==> src/rtl/float_multiple_if.sv <==
// rtl/float_multiple_if.sv - operand/result bundle for the half-precision multiplier
interface float_multiple_if #(
  parameter int float_width = 16
);
  logic                   in_valid;
  logic [float_width-1:0] float_a;
  logic [float_width-1:0] float_b;
  logic [float_width-1:0] res;
  logic                   out_valid;

  modport master (
    output in_valid, float_a, float_b,
    input  res, out_valid
  );

  modport slave (
    input  in_valid, float_a, float_b,
    output res, out_valid
  );
endinterface

==> src/rtl/float_multiple.sv <==
// rtl/float_multiple.sv - registered binary16 multiplier, flush-to-zero, round-to-nearest-even
module float_multiple #(
  parameter int float_width    = 16,
  parameter int exponent_width = 5,
  parameter int mantissa_width = 10
) (
  input logic             clk,
  input logic             rst,
  float_multiple_if.slave bus
);

  localparam int mw      = mantissa_width;
  localparam int ew      = exponent_width + 3;
  localparam int bias_i  = (1 << (exponent_width - 1)) - 1;
  localparam int emax_i  = (1 << exponent_width) - 1;

  localparam logic [ew-1:0]          bias_v  = bias_i[ew-1:0];
  localparam logic [exponent_width-1:0] emax_v = emax_i[exponent_width-1:0];
  localparam logic [float_width-1:0] nan_v   = {1'b0, emax_v, 1'b1, {(mw-1){1'b0}}};

  logic                      sign;
  logic [exponent_width-1:0] ea, eb;
  logic [mw-1:0]             ma, mb;
  logic                      a_nan, b_nan, a_inf, b_inf, a_zero, b_zero;
  logic [mw:0]               sig_a, sig_b;
  logic [2*mw+1:0]           product;
  logic                      shift;
  logic [mw-1:0]             kept;
  logic                      guard, sticky, round_up;
  logic [mw:0]               rounded;
  logic signed [ew-1:0]      exp_sum;
  logic [float_width-1:0]    product_res;

  // unpack, multiply, normalize, round and pick the special-case result
  always_comb begin
    sign   = bus.float_a[float_width-1] ^ bus.float_b[float_width-1];
    ea     = bus.float_a[float_width-2:mw];
    eb     = bus.float_b[float_width-2:mw];
    ma     = bus.float_a[mw-1:0];
    mb     = bus.float_b[mw-1:0];

    a_nan  = (ea == emax_v) && (ma != '0);
    b_nan  = (eb == emax_v) && (mb != '0);
    a_inf  = (ea == emax_v) && (ma == '0);
    b_inf  = (eb == emax_v) && (mb == '0);
    // exponent 0 covers both true zero and subnormals, which are flushed
    a_zero = (ea == '0);
    b_zero = (eb == '0);

    sig_a   = {1'b1, ma};
    sig_b   = {1'b1, mb};
    product = sig_a * sig_b;

    // product of two [1,2) significands lies in [1,4); bit 2*mw+1 means >= 2
    shift = product[2*mw+1];
    if (shift) begin
      kept   = product[2*mw:mw+1];
      guard  = product[mw];
      sticky = |product[mw-1:0];
    end else begin
      kept   = product[2*mw-1:mw];
      guard  = product[mw-1];
      sticky = |product[mw-2:0];
    end

    round_up = guard & (sticky | kept[0]);
    rounded  = {1'b0, kept} + {{mw{1'b0}}, round_up};

    // a carry out of the mantissa leaves rounded[mw-1:0] at zero, i.e. 1.0 x 2^(e+1)
    exp_sum = $signed({3'b000, ea} + {3'b000, eb} - bias_v
              + {{(ew-1){1'b0}}, shift} + {{(ew-1){1'b0}}, rounded[mw]});

    if (a_nan || b_nan) begin
      product_res = nan_v;
    end else if ((a_inf && b_zero) || (b_inf && a_zero)) begin
      product_res = nan_v;
    end else if (a_inf || b_inf) begin
      product_res = {sign, emax_v, {mw{1'b0}}};
    end else if (a_zero || b_zero) begin
      product_res = {sign, {(float_width-1){1'b0}}};
    end else if (exp_sum >= $signed(ew'(emax_i))) begin
      product_res = {sign, emax_v, {mw{1'b0}}};
    end else if (exp_sum <= $signed({ew{1'b0}})) begin
      product_res = {sign, {(float_width-1){1'b0}}};
    end else begin
      product_res = {sign, exp_sum[exponent_width-1:0], rounded[mw-1:0]};
    end
  end

  // capture the product when operands are valid, otherwise hold res and drop out_valid
  always_ff @(posedge clk or posedge rst) begin
    if (rst) begin
      bus.res       <= '0;
      bus.out_valid <= 1'b0;
    end else begin
      bus.out_valid <= bus.in_valid;
      if (bus.in_valid) begin
        bus.res <= product_res;
      end
    end
  end

endmodule

==> src/flat_wrapper.sv <==
// flat-port wrapper written by rule: the top's interface ports become plain ports
module float_multiple_flat 
#(
  parameter int float_width    = 16,
  parameter int exponent_width = 5,
  parameter int mantissa_width = 10
)
  (clk, rst, bus_in_valid, bus_float_a, bus_float_b, bus_res, bus_out_valid);
  float_multiple_if #(.float_width(float_width)) bus_i ();
  input logic clk;
  input logic rst;
  input wire logic [$bits(bus_i.in_valid)-1:0] bus_in_valid;
  input wire logic [$bits(bus_i.float_a)-1:0] bus_float_a;
  input wire logic [$bits(bus_i.float_b)-1:0] bus_float_b;
  output wire logic [$bits(bus_i.res)-1:0] bus_res;
  output wire logic [$bits(bus_i.out_valid)-1:0] bus_out_valid;
  assign bus_i.in_valid = bus_in_valid;
  assign bus_i.float_a = bus_float_a;
  assign bus_i.float_b = bus_float_b;
  assign bus_res = bus_i.res;
  assign bus_out_valid = bus_i.out_valid;
  float_multiple #(.float_width(float_width), .exponent_width(exponent_width), .mantissa_width(mantissa_width)) u_core (.clk(clk), .rst(rst), .bus(bus_i));
endmodule
==> config.mk <==
export PLATFORM = sky130hd
export DESIGN_NAME = float_multiple_flat
export DESIGN_NICKNAME = d
export VERILOG_FILES = /design/src/rtl/float_multiple_if.sv /design/src/rtl/float_multiple.sv /design/src/flat_wrapper.sv
export SDC_FILE = /design/constraint.sdc
export NUM_CORES = 1
export LEC_CHECK = 0
export CORE_MARGIN = 10
export CORE_UTILIZATION = 55
export DETAILED_ROUTE_END_ITERATION = 12
export PLACE_DENSITY = 0.76
export SLEW_MARGIN = 20
export SYNTH_ARGS = -nofsm -noshare
export SYNTH_HDL_FRONTEND = slang
export SYNTH_SLANG_ARGS = --single-unit
==> constraint.sdc <==
create_clock -name clk -period 1.11 [get_ports clk]
set_clock_uncertainty 0.05 [all_clocks]
set_input_delay 0.222 -clock clk [delete_from_list [all_inputs] [get_ports clk]]
set_output_delay 0.222 -clock clk [all_outputs]
set_load 0.005 [all_outputs]
; ---- Yosys cells after proc, flatten, opt, wreduce, memory -nomap -nowiden
; Cells that the tools add are included.
; W data, S select, Z words.
[totals]
ff_bits = 17
in_bits = 35
output_inout_bits = 17
wordCells = 42
[classes]
add_sub_neg = 5
mul = 1
magnitude_cmp = 2
n_eq_ne = 2
mux = 9
bitwise_logic = 3
reduce_logical = 18
[op_table]
columns = cell, n
row1 = $mux W15, 4
row2 = $mux W16, 2
row3 = $mul A11 B11 Y22, 1
row4 = $logic_not A10 Y1, 2
row5 = $reduce_bool A10 Y1, 2
row6 = $add A8 B1 Y8, 2
row7 = $add A10 B1 Y11, 1
row8 = $eq A5 B5 Y1 const B, 2
row9 = $logic_not A5 Y1, 2
row10 = $mux W10, 1
row11 = $reduce_or A10 Y1, 1
row12 = $reduce_or A9 Y1, 1
row13 = $ge A8 B6 Y1 const B, 1
row14 = $le A8 B1 Y1 const B, 1
row15 = $sub A8 B4 Y8 const B, 1
row16 = $add A5 B5 Y6, 1
row17 = $logic_and A1 B1 Y1, 6
row18 = $logic_or A1 B1 Y1, 4
row19 = $mux W1, 2
row20 = $and A1 B1 Y1, 1
row21 = $or A1 B1 Y1, 1
row22 = $xor A1 B1 Y1, 1

; ---- Depth between registers and ports, before layout
; Gate-level depths: netlist (run 1).
[depth]
word_depth = 14
ltp_mapped = 40
ltp_nobuf = 37

; ---- Least setup slack after synthesis (run 1)
; No wires, ideal clock.
[synth_path]
path_type = input to register
start = input port bus_float_a[1]
end = register u_core.bus.res[4]
setup_ns = 0.104
t_arrival_ns = 8.313
required_time_ns = 0.956
slack_ns = -7.357
path_stages = 37
path_buffers = 3
cell_sequence = clkbuf_1 > inv_1 > nor2_1 > fa_1 > inv_1 > fa_1 > inv_1 > fa_1 > fa_1 > inv_1 > fa_1 > inv_1 > ha_1 > and3_1 > nand2_1 > a2111oi_2 > o31ai_1 > a21o_1 > nand2_2 > buf_2 > nand2_1 > a21boi_0 > ha_1 > nand4_1 > a211oi_2 > and3_1 > ha_1 > inv_1 > fa_1 > xor2_1 > nand3b_1 > o21ai_0 > a211o_1 > a21o_1 > or3_1 > buf_2 > o41ai_2
[synth_between]
elab_chain_cells = 14
elab_cells_between_ends = 27
cone_classes = 3 x add/sub / 1 x mul / 2 x order compare / 9 x mux / 2 x bitwise / 10 x reduce/logical
[synth_rtl]
columns = item, line_no
row1 = from (decl), flat_wrapper.sv:13  ; input wire logic [$bits(bus_i.float_a)-1:0] bus_float_a;
row2 = $mul A11 B11 Y22, float_multiple.sv:52  ; product = sig_a * sig_b;
row3 = $reduce_or A10 Y1 or $reduce_or A9 Y1 (tied branches), "float_multiple.sv:59, float_multiple.sv:63"
row4 = $mux W1, float_multiple.sv:56  ; if (shift) begin
row5 = $or A1 B1 Y1, float_multiple.sv:66  ; round_up = guard & (sticky | kept[0]);
row6 = $and A1 B1 Y1, float_multiple.sv:66
row7 = $add A10 B1 Y11, float_multiple.sv:67  ; rounded = {1'b0, kept} + {{mw{1'b0}}, round_up};
row8 = $add A8 B1 Y8, float_multiple.sv:71  ; + {{(ew-1){1'b0}}, shift} + {{(ew-1){1'b0}}, rounded[mw]});
row9 = $le A8 B1 Y1, float_multiple.sv:83  ; end else if (exp_sum <= $signed({ew{1'b0}})) begin
row10 = $mux W15, float_multiple.sv:83
row11 = $mux W15, float_multiple.sv:81  ; end else if (exp_sum >= $signed(ew'(emax_i))) begin
row12 = $mux W15, float_multiple.sv:79  ; end else if (a_zero || b_zero) begin
row13 = $mux W15, float_multiple.sv:77  ; end else if (a_inf || b_inf) begin
row14 = $mux W16, float_multiple.sv:75  ; end else if ((a_inf && b_zero) || (b_inf && a_zero)) begin
row15 = $mux W16 *, float_multiple.sv:73  ; if (a_nan || b_nan) begin
row16 = to (signal assigned), float_multiple.sv:98  ; bus.res <= product_res;
row17 = to (decl), float_multiple_if.sv:18  ; output res, out_valid
; Mark *: on every way between the ends. The rest lies on a longest branch, timed or not.
; A chain may end at the register's enable or synchronous reset.

; ---- Final worst setup path (run 1)
[layout_path]
start = input port bus_float_a[6]
end = register u_core.bus.res[13]
; The elaborated chain is that of the path after synthesis.

==> flow_summary.json, run 1 <==
{
  "status": "complete, but fails checks",
  "failed_checks": "negative setup slack",
  "cpPeakStageDelay_ns": 0.56,
  "synth_xor_area_share_pct": 3.92,
  "syn_area_um2": 5780,
  "synth-compound-area-share_pct": 14.9,
  "drv_slew": 0,
  "final_area_um2": 8420,
  "antenna_found_initial": 0,
  "rsz0062_at_grt": "yes",
  "yosys-top-cells-area": "fa_1, ha_1, inv_1, dfrtp_1, nand2_1",
  "reg2reg_to": "u_core.bus.res[9]$_DFFE_PP0P_",
  "yosysTopAreaCell": "fa_1",
  "yosysWarnings": 0,
  "cp_top_family": "adder cells",
  "gp_congestion": 0.946,
  "clock_latency_ns": 0.25,
  "die_w_um": 123,
  "htree_levels": 1,
  "wire_per_inst_um": 17.3,
  "cpMostUsedCell": "fa_1",
  "fin_crit_ns": 7.60,
  "grt_pass1_wl_um": 28800,
  "path_max_fanout": 6,
  "drc": 0,
  "drive_above_1_share_pct": 40.9,
  "critPathRequiredTime_ns": 1.20,
  "yosys.cell_types.count": 65,
  "grt_start_max_net_pins": 20,
  "clock_path_buffers": 2,
  "crit_arrival_ns": 7.69,
  "vias_per_cell": 5.57,
  "io_pins": 52,
  "syn2layout_area_growth_pct": 45.6,
  "hold_violations": 0,
  "ctsHoldBuffers": 0,
  "numCtsBuffers": 3,
  "worst-r2r-cell-count": 3,
  "synthSimpleGateAreaFrac_pct": 18.8,
  "worst_hold_slack_ns": 0.220,
  "worst_slew_margin_rel_pct": 67.3,
  "avgSynthCellArea_um2": 8.19,
  "hold_class": "in -> async",
  "fin_ws_ns": -6.49,
  "dr.pass1.iters": 5,
  "initial_core_util_pct": 56.3,
  "core-area_um2": 10300,
  "synthFlopType": "dfrtp_1",
  "overflow": 0,
  "critical_path_depth": 37,
  "critical_path.endpoint": "u_core.bus.res[13]$_DFFE_PP0P_",
  "cts-root-buf": "clkbuf_8",
  "clock-sinks": 17,
  "r2r_slack_ns": 0.08,
  "slowest_stage": "fa_1",
  "yosysMostFrequentCell": "inv_1",
  "grt_use_total_pct": 23.3,
  "port_buffers": 51,
  "startpoint": "bus_float_a[6]",
  "wl_um": 18600,
  "die_area_um2": 15000,
  "fin_crit_sh_pct": 685,
  "drtIter0Drc": 542,
  "maxCapViolations": 0,
  "synth_common_cells": "inv_1, nand2_1, fa_1",
  "final_util_pct": 81.9,
  "end_kind": "flop",
  "worstReg2RegStart": "u_core.bus.res[9]$_DFFE_PP0P_",
  "dp_hpwl_um": 13500,
  "synth_edf_count": 0,
  "layout.nets": 1127,
  "max_clock_freq_ghz": 0.132,
  "synth_fa_ha_area_share_pct": 43.5,
  "grt_pass1_vias": 6345,
  "worst_pin_slew_ns": 0.487,
  "critPathBufInv": 7,
  "synth_top_family_by_area": "adder cells",
  "cts_tree": "yes",
  "start_kind": "primary input",
  "critPathKind": "in -> reg",
  "ys_ff_latch": 17,
  "diodes": 0,
  "syn_inst": 706,
  "synth_nets": 893,
  "cts.clk_slew.worst_paths_ns": 0.06,
  "yosysSeqAreaShare_pct": 7.36,
  "vias": 5988,
  "final-setup-viol-count": 16,
  "yosysTopAreaCellShare_pct": 28.4,
  "fp-row-count": 37,
  "dpl-instance-area_um2": 7720,
  "async_flop_share_pct": 100,
  "ant_nets": 0,
  "die_h_um": 123,
  "synth_mux_area_share_pct": 0
}
==> stage by stage <==
stage | cells | TNS [ns] | setup slack (ns)
3_3_place_gp | 1030 | -106.75 | -7.19
5_1_grt | 1075 | -99.96 | -6.78
6_report | 1075 | -96.38 | -6.49
4_1_cts | 1064 | -94.07 | -6.36
3_5_place_dp | 1030 | -109.13 | -7.37
2_1_floorplan | 706 | -95.76 | -6.53
==> registers in the layout (all words and copies together) (netlist names) <==
signal,flops
u_core.bus.out_valid,1
u_core.bus.res,16
==> metal layers <==
metal	track usage (%)	share of wire [%]
met1	25.6	38
met2	44.4	54
met3	1.97	4.0
met4	10.2	4.5
met5	0	0
==> cell usage in the layout (no fill, tap or decap), drive strengths merged, types with 7 or more instances in the layout <==
| master | count |
|---|---|
| and3 | 7 |
| and2 | 41 |
| nor3 | 11 |
| a21o | 9 |
| xor2 | 8 |
| o21ai | 17 |
| clkbuf | 12 |
| nand3 | 13 |
| nor2 | 35 |
| a21oi | 35 |
| inv | 146 |
| ha | 70 |
| o211ai | 8 |
| fa | 82 |
| dfrtp | 17 |
| nand2 | 84 |
| buf | 236 |
| xnor2 | 17 |
| o22ai | 11 |
==> what timing repair did <==
item | CTS | global route
endpoints found under the setup margin | 33 | 17
pin swaps | 49 | 50
cloned | 2 | 0
resized for setup | 209 | 96
setup buffers | 28 | 12
==> how the worst min path moves through the flow <==
| stage | endpoint | cells after the start |
|---|---|---|
| after CTS | u_core.bus.res[8]$_DFFE_PP0P_ | 3 |
| after global placement | u_core.bus.res[4]$_DFFE_PP0P_ | 2 |
| after detailed placement | u_core.bus.res[4]$_DFFE_PP0P_ | 2 |
| final | u_core.bus.res[3]$_DFFE_PP0P_ | 3 |
| after global routing | u_core.bus.res[0]$_DFFE_PP0P_ | 3 |
| after floorplan | u_core.bus.out_valid$_DFF_PP0_ | 1 |
==> logic make-up after synthesis <==
kind of cell	Yosys count
simple gates	221
fa+ha+maj	152
compound gates	118
xor+xnor	25
buf+inv	173
flops	17
==> tightest hold or removal path: cells and delay by family <==
family | cells | cell delay [ns]
buf+inv | 3 | 0.67
==> layout make-up <==
type	count	area, um^2
timing repair buffer	255	1950
sequential	17	425
multi-input combinational	516	5260
tap	136	170
fill	624	1860
clock buffer	4	45.0
inverter	147	563
Power of run 1 is not shown: default switching activity piles up to over one toggle a cycle in this logic, so the estimate is an artifact.
==> run 2, diff against run 1 <==
- PLACE_DENSITY: 0.76 -> 0.79
- clock period: 1.11 -> 6.35 ns (I/O delays scaled with it)
==> run 2 against run 1 <==
  * The flow still finishes with violations (negative setup slack)
  * Highest routed layer unchanged
  * First-iteration DRC count is 24% lower
  * Final cell count is 2.5% lower
  * Count of clock-buffer cells in the layout is 1 lower
==> flow_summary.json, run 2 (same netlist as run 1, synthesis figures left out) <==
{
  "failed_checks": "negative setup slack",
  "initial_core_util_pct": 56.3,
  "cts.clk_slew.worst_paths_ns": 0.06,
  "worst_pin_slew_ns": 0.882,
  "maxCapViolations": 0,
  "htree_levels": 1,
  "core-area_um2": 10300,
  "fp-row-count": 37,
  "die_w_um": 123,
  "max_clock_freq_ghz": 0.114,
  "slowest_stage": "fa_1",
  "rsz0062_at_grt": "yes",
  "dr.pass1.iters": 5,
  "worst-r2r-cell-count": 2,
  "wl_um": 17900,
  "cts-root-buf": "clkbuf_8",
  "clock_latency_ns": 0.24,
  "die_area_um2": 15000,
  "status": "complete, but fails checks",
  "drive_above_1_share_pct": 33.9,
  "drv_slew": 0,
  "drc": 0,
  "cts_tree": "yes",
  "wire_per_inst_um": 17.1,
  "path_max_fanout": 8,
  "critical_path.endpoint": "u_core.bus.res[3]$_DFFE_PP0P_",
  "hold_class": "reg -> reg",
  "r2r_slack_ns": 5.41,
  "cpMostUsedCell": "fa_1",
  "cpPeakStageDelay_ns": 0.54,
  "end_kind": "flop",
  "grt_pass1_vias": 6128,
  "grt_start_max_net_pins": 21,
  "layout_common_cells": "buf_4, inv_1, fa_1",
  "ant_nets": 0,
  "startpoint": "bus_float_a[3]",
  "crit_arrival_ns": 8.86,
  "syn2layout_area_growth_pct": 41.6,
  "numCtsBuffers": 3,
  "critPathKind": "in -> reg",
  "largest_register_ffs": 16,
  "overflow": 0,
  "fin_crit_ns": 8.76,
  "fin_crit_sh_pct": 138,
  "port_buffers": 51,
  "final_util_pct": 79.7,
  "grt_pass1_wl_um": 28200,
  "clock_path_buffers": 2,
  "hold_violations": 0,
  "worst_slew_margin_rel_pct": 41.0,
  "gp_congestion": 0.941,
  "final_common_cell": "buf_4",
  "vias": 5793,
  "final-setup-viol-count": 15,
  "grt_use_total_pct": 22.6,
  "layout.nets": 1100,
  "reg.largest.list": "u_core.bus.res (16), u_core.bus.out_valid (1)",
  "drtIter0Drc": 410,
  "reg2reg_to": "u_core.bus.res[9]$_DFFE_PP0P_",
  "critPathRequiredTime_ns": 6.44,
  "start_kind": "primary input",
  "die_h_um": 123,
  "dp_hpwl_um": 13800,
  "diodes": 0,
  "worst_hold_slack_ns": 0.455,
  "clock-sinks": 17,
  "worstReg2RegStart": "u_core.bus.res[9]$_DFFE_PP0P_",
  "antenna_found_initial": 0,
  "vias_per_cell": 5.53,
  "max_flop_register": "u_core.bus.res",
  "io_pins": 52,
  "fin_ws_ns": -2.41
}
[run 2: cell count changes in the layout (fill, tap and decap cells not counted), sizes merged]
cell / previous run / this run
buf: 236 / 193
dlygate4sd2: 2 / 0
clkinv: 1 / 2
dlymetal6s2s: 1 / 0
clkdlybuf4s15: 3 / 0
clkdlybuf4s50: 5 / 33
clkbuf: 12 / 5
[run 2: timing repair]
action	in CTS	in global routing
pin swaps	61	63
gates cloned	0	0
setup buffers	27	10
hold buffers	0	0
endpoints found under the setup margin	15	15
resized for setup	110	73
[run 2: layout make-up]
| class | instances | area [um^2] |
|---|---|---|
| clock buffer | 3 | 41.3 |
| clock inverter | 1 | 5.00 |
| fill | 659 | 2090 |
| inverter | 147 | 559 |
| multi-input combinational | 516 | 5100 |
| sequential | 17 | 425 |
| tap | 136 | 170 |
| timing repair buffer | 228 | 1890 |
[run 2: worst min-delay path by stage]
stage / startpoint / end / slack [ns] / depth (start not counted)
global placement: u_core.bus.res[4]$_DFFE_PP0P_ / u_core.bus.res[4]$_DFFE_PP0P_ / 0.43 / 2
global route: u_core.bus.res[4]$_DFFE_PP0P_ / u_core.bus.res[4]$_DFFE_PP0P_ / 0.49 / 2
finish: u_core.bus.res[4]$_DFFE_PP0P_ / u_core.bus.res[4]$_DFFE_PP0P_ / 0.45 / 2
floorplan: u_core.bus.res[4]$_DFFE_PP0P_ / u_core.bus.res[4]$_DFFE_PP0P_ / 0.43 / 2
detailed placement: u_core.bus.res[4]$_DFFE_PP0P_ / u_core.bus.res[4]$_DFFE_PP0P_ / 0.43 / 2
CTS: u_core.bus.res[4]$_DFFE_PP0P_ / u_core.bus.res[4]$_DFFE_PP0P_ / 0.46 / 2
[run 2: critical path: cells and delay by family]
family          cells  cell delay [ns]
simple gates        5             1.01
xor+xnor            1             0.21
buf+inv             6             0.71
fa+ha+maj           8             3.48
compound gates     10             2.17
[run 2: metal layers]
layer	GRT usage [%]	share of wire (%)	vias up	routed length, um
met4	7.29	3.7	0	665
met3	2.66	5.4	60	959
met1	26.0	39	2824	6950
li1	-	-	2689	-
met5	0	0	-	0
met2	42.3	52	220	9310
[run 2: per-stage QoR]
stage / worst slack (ns) / cells / area (um^2) / setup TNS, ns
6_report: -2.41 / 1048 / 8190 / -34.75
2_1_floorplan: -2.34 / 706 / 6080 / -32.53
5_1_grt: -2.64 / 1048 / 8190 / -38.13
3_3_place_gp: -2.95 / 1017 / 7640 / -41.88
4_1_cts: -2.41 / 1041 / 7930 / -33.94
3_5_place_dp: -3.13 / 1017 / 7640 / -43.98
Power of run 2 is left out for the same reason.
